<file path="src/rtl/pulse_stretcher.sv">
`default_nettype none
// ============================================================================
//  Module      : pulse_stretcher
//  Description : Stretches single-cycle strobes into fixed-width level pulses
//                with a done strobe and a programmable hold-off gap.
//  Revision    : 1.0 - initial release
// ============================================================================
module pulse_stretcher #(
  parameter int PULSE_LEN = 4,
  parameter int GAP_LEN   = 3,
  parameter int RETRIGGER = 0,
  parameter int CNT_W     = 8
) (
  input  logic clk,
  input  logic reset,
  input  logic trigger_in,
  output logic pulse_out,
  output logic busy,
  output logic done,
  output logic trig_dropped
);

  localparam logic [CNT_W-1:0] c_pulse_reload = CNT_W'(PULSE_LEN - 1);
  localparam logic [CNT_W-1:0] c_gap_reload   = CNT_W'((GAP_LEN > 0) ? GAP_LEN - 1 : 0);
  localparam bit               c_retrig       = (RETRIGGER != 0);
  localparam bit               c_has_gap      = (GAP_LEN > 0);

  // Elaboration-time sanity checks on the parameter set.
  generate
    if (PULSE_LEN < 1) begin : g_bad_pulse_len
      $error("pulse_stretcher: PULSE_LEN must be >= 1");
    end
    if (GAP_LEN < 0) begin : g_bad_gap_len
      $error("pulse_stretcher: GAP_LEN must be >= 0");
    end
    if ((CNT_W < 31) && ((PULSE_LEN >= (1 << CNT_W)) || (GAP_LEN >= (1 << CNT_W)))) begin : g_bad_cnt_w
      $error("pulse_stretcher: CNT_W too narrow for PULSE_LEN/GAP_LEN");
    end
  endgenerate

  typedef enum logic [1:0] {
    ST_IDLE   = 2'd0,
    ST_ACTIVE = 2'd1,
    ST_GAP    = 2'd2
  } state_t;

  state_t           r_state;
  logic [CNT_W-1:0] r_cnt;
  logic             r_pulse;
  logic             r_busy;
  logic             r_done;
  logic             r_dropped;
  logic             w_cnt_zero;

  assign w_cnt_zero = (r_cnt == '0);

  always_ff @(posedge clk) begin
    if (reset) begin
      r_state   <= ST_IDLE;
      r_cnt     <= '0;
      r_pulse   <= 1'b0;
      r_busy    <= 1'b0;
      r_done    <= 1'b0;
      r_dropped <= 1'b0;
    end else begin
      r_done    <= 1'b0;
      r_dropped <= 1'b0;
      case (r_state)
        ST_IDLE: begin
          if (trigger_in) begin
            r_state <= ST_ACTIVE;
            r_cnt   <= c_pulse_reload;
            r_pulse <= 1'b1;
            r_busy  <= 1'b1;
          end
        end

        ST_ACTIVE: begin
          // A retrigger on the final count extends the pulse seamlessly.
          if (trigger_in && c_retrig) begin
            r_cnt <= c_pulse_reload;
          end else begin
            r_dropped <= trigger_in;
            if (w_cnt_zero) begin
              r_pulse <= 1'b0;
              r_done  <= 1'b1;
              if (c_has_gap) begin
                r_state <= ST_GAP;
                r_cnt   <= c_gap_reload;
              end else begin
                r_state <= ST_IDLE;
                r_busy  <= 1'b0;
              end
            end else begin
              r_cnt <= r_cnt - 1'b1;
            end
          end
        end

        ST_GAP: begin
          r_dropped <= trigger_in;
          if (w_cnt_zero) begin
            r_state <= ST_IDLE;
            r_busy  <= 1'b0;
          end else begin
            r_cnt <= r_cnt - 1'b1;
          end
        end

        default: begin
          r_state <= ST_IDLE;
          r_cnt   <= '0;
          r_pulse <= 1'b0;
          r_busy  <= 1'b0;
        end
      endcase
    end
  end

  assign pulse_out    = r_pulse;
  assign busy         = r_busy;
  assign done         = r_done;
  assign trig_dropped = r_dropped;

endmodule
`default_nettype wire

</file>
<file path="config.mk">
export PLATFORM = sky130hd
export DESIGN_NAME = pulse_stretcher
export DESIGN_NICKNAME = d
export VERILOG_FILES = /design/src/rtl/pulse_stretcher.sv
export SDC_FILE = /design/constraint.sdc
export NUM_CORES = 1
export LEC_CHECK = 0
export CAP_MARGIN = 0
export CORE_UTILIZATION = 50
export CTS_BUF_LIST = sky130_fd_sc_hd__clkbuf_8 sky130_fd_sc_hd__clkbuf_16
export DETAILED_ROUTE_END_ITERATION = 16
export PLACE_DENSITY = 0.79
export REMOVE_ABC_BUFFERS = 1
export SETUP_SLACK_MARGIN = 0.4
export SLEW_MARGIN = 20
export SYNTH_ARGS = -nofsm -noshare
export SYNTH_HDL_FRONTEND = slang
export SYNTH_SLANG_ARGS = --single-unit
</file>
<file path="constraint.sdc">
create_clock -name clk -period 2.9 [get_ports clk]
set_clock_uncertainty 0.05 [all_clocks]
set_input_delay 0.435 -clock clk [delete_from_list [all_inputs] [get_ports clk]]
set_output_delay 0.435 -clock clk [all_outputs]
set_load 0.02 [all_outputs]
</file>
==> impl_metrics.json <==
{
  "fp.dieH_um": 41.5,
  "drcViolationCount": 0,
  "powerDensity_mw_per_mm2": 1070,
  "setup_slack_ns": 0.717,
  "cts.sinks": 14,
  "async_reset_ff_share_pct": 0,
  "p_leak_nw": 0.355,
  "critPathArrivalTime_ns": 2.31,
  "crit_path_cell_trace": "clkdlybuf4s50_1 > nand2b_1 > o21ai_1 > or4b_2 > a21oi_1",
  "io_pins": 7,
  "drive_above_1_share_pct": 8.51,
  "synth-seq-cells": 14,
  "placed_area_um2": 838,
  "placed_cells": 105,
  "ant_nets": 0,
  "num_rows": 13,
  "grt_use_total_pct": 21.0,
  "path_buf_inv": 1,
  "fp.dieArea_mm2": 0.00172,
  "power_uw": 952,
  "num_vias": 673,
  "synthCells": 87,
  "slew_headroom_pct": 66.0,
  "fin_nets": 104,
  "synth_area_leader_cell": "dfxtp_1",
  "cts_hold_buf": 0,
  "fmax_mhz": 458,
  "crit_family": "simple AND/OR/NAND/NOR gates",
  "grt_first_pass_wirelength_mm": 2.76,
  "drv_slew": 0,
  "syn_area_um2": 779,
  "post-route-util_pct": 64.6,
  "endpoint_kind": "register",
  "min_path_type": "reg2reg",
  "max_slew.worst_pin.slew_ns": 0.506,
  "period_share_pct": 75.3,
  "stdcell_count": 109,
  "grt_max_degree": 14,
  "diodes": 0,
  "hold_violations": 0,
  "place_ws_ns": 0.479,
  "synth.most_common_cell": "dfxtp_1",
  "cts-root-buf": "clkbuf_8",
  "hold_slack_ns": 0.425,
  "rsz0062_at_grt": "false",
  "yosysSeqAreaShare_pct": 36.0,
  "post_cts_buffers": 0,
  "antenna_found_initial": 0,
  "wl_per_cell_um": 14.2,
  "cts_buffers": 3,
  "post_cts_resized": 0,
  "wl_mm": 1.55,
  "io_buffers": 6,
  "yosysTopAreaCellShare_pct": 36.0,
  "cap_violations": 0,
  "dp_hpwl_mm": 1.11,
  "area.growth.synth_to_final_pct": 14.6,
  "via_per_inst": 6.17,
  "synth-main-ff-cell": "dfxtp_1",
  "coreArea_mm2": 0.00138,
  "setup_viol": 0,
  "synth_edf_count": 0,
  "cp_max_fo": 8,
  "drt_iter0_markers": 21,
  "grt_overflow": 0,
  "yosysUniqueCellTypes": 39,
  "cpPeakStageDelay_ns": 0.69,
  "die_x_um": 41.5,
  "synthTopCellsByArea": "dfxtp_1, ha_1, a21oi_1",
  "cts.htree.levels": 1,
  "crit_required_ns": 3.03,
  "crit_type": "in2reg",
  "first_pass_iters": 4,
  "fin_crit_ns": 2.18,
  "outcome": "completed",
  "synth.avg_cell_area_um2": 8.96,
  "crit_slowest_cell": "or4b_2",
  "grt_pass1_vias": 609,
  "synthTopCellsByCount": "dfxtp_1, a21oi_1, inv_1, nor2_1, ha_1",
  "fin_setup_tns_ns": 0,
  "tritoncts": "yes",
  "ir_drop_uv": 592,
  "clk_pin_slew_ns": 0.06,
  "gp_congestion": 0.869,
  "start_util_pct": 56.4,
  "clockBufferDepth": 2,
  "yosysWarnings": 0,
  "clk_latency_ns": 0.25,
  "design_area_um2": 893,
  "start_kind": "input port"
}
[cells in the final DEF, fill, tap and decap left out, types with 2 or more instances in the layout]
master           instances
a21oi_1                  8
clkbuf_8                 4
clkdlybuf4s50_1          6
dfxtp_1                 14
ha_1                     6
inv_1                    7
nand2_1                  2
nor2_1                   7
nor3_1                   2
o211ai_1                 3
o21ai_0                  5
o41ai_1                  2
xor2_1                   3
[sequential cells by signal, indices dropped and copies added (netlist names)]
register and flops:
r_state 2, r_cnt 8, trig_dropped 1, busy 1
done 1, pulse_out 1
[final cells by class]
class	instances	area, um2
fillers	128	489
multi-input cells	63	453
flip-flops and latches	14	280
repair buffers	6	60.1
clock buffers	4	55.1
inverters	7	26.3
well taps	15	18.8
[logic make-up after synthesis]
kind of cell / Yosys count / share of synthesized area (%)
AND/OR/NAND/NOR: 23 / 18.5
flip-flops: 14 / 36.0
adder cells (fa/ha/maj): 6 / 9.63
buffers and inverters: 10 / 5.94
XOR/XNOR: 4 / 4.50
AO/OA/AOI/OAI: 30 / 25.5
[per-layer routing]
layer,share of wire [%],vias up,wire length (um),GRT usage [%]
met4,1.3,0,20,9.68
met2,46,30,711,31.6
met5,0,-,0,0
met3,5.9,4,91,6.52
li1,-,339,-,-
met1,47,300,723,27.4
[path summary, 6_finish.rpt]
kind,startpoint,end,slack (ns),cells past startpoint
setup / recovery,trigger_in,r_cnt[7],0.72,5
hold reg to reg,busy,busy,0.42,2
hold / removal,busy,busy,0.42,2
setup reg to reg,r_state[1],r_cnt[7],0.77,6
[worst register-to-register path, stage by stage (launching register included)]
cell      delay, ns
dfxtp_1        0.39
inv_1          0.09
ha_1           0.25
nand2b_1       0.20
o21ai_1        0.23
or4b_2         0.69
a21oi_1        0.16
[power by group]
part,switching [mW],leakage (nW),internal (mW)
Clock,0.0707,0.0288,0.120
Sequential,0.0478,0.115,0.248
Combinational,0.264,0.211,0.201
Total,0.383,0.355,0.569
(Power assumes the default switching activity.)
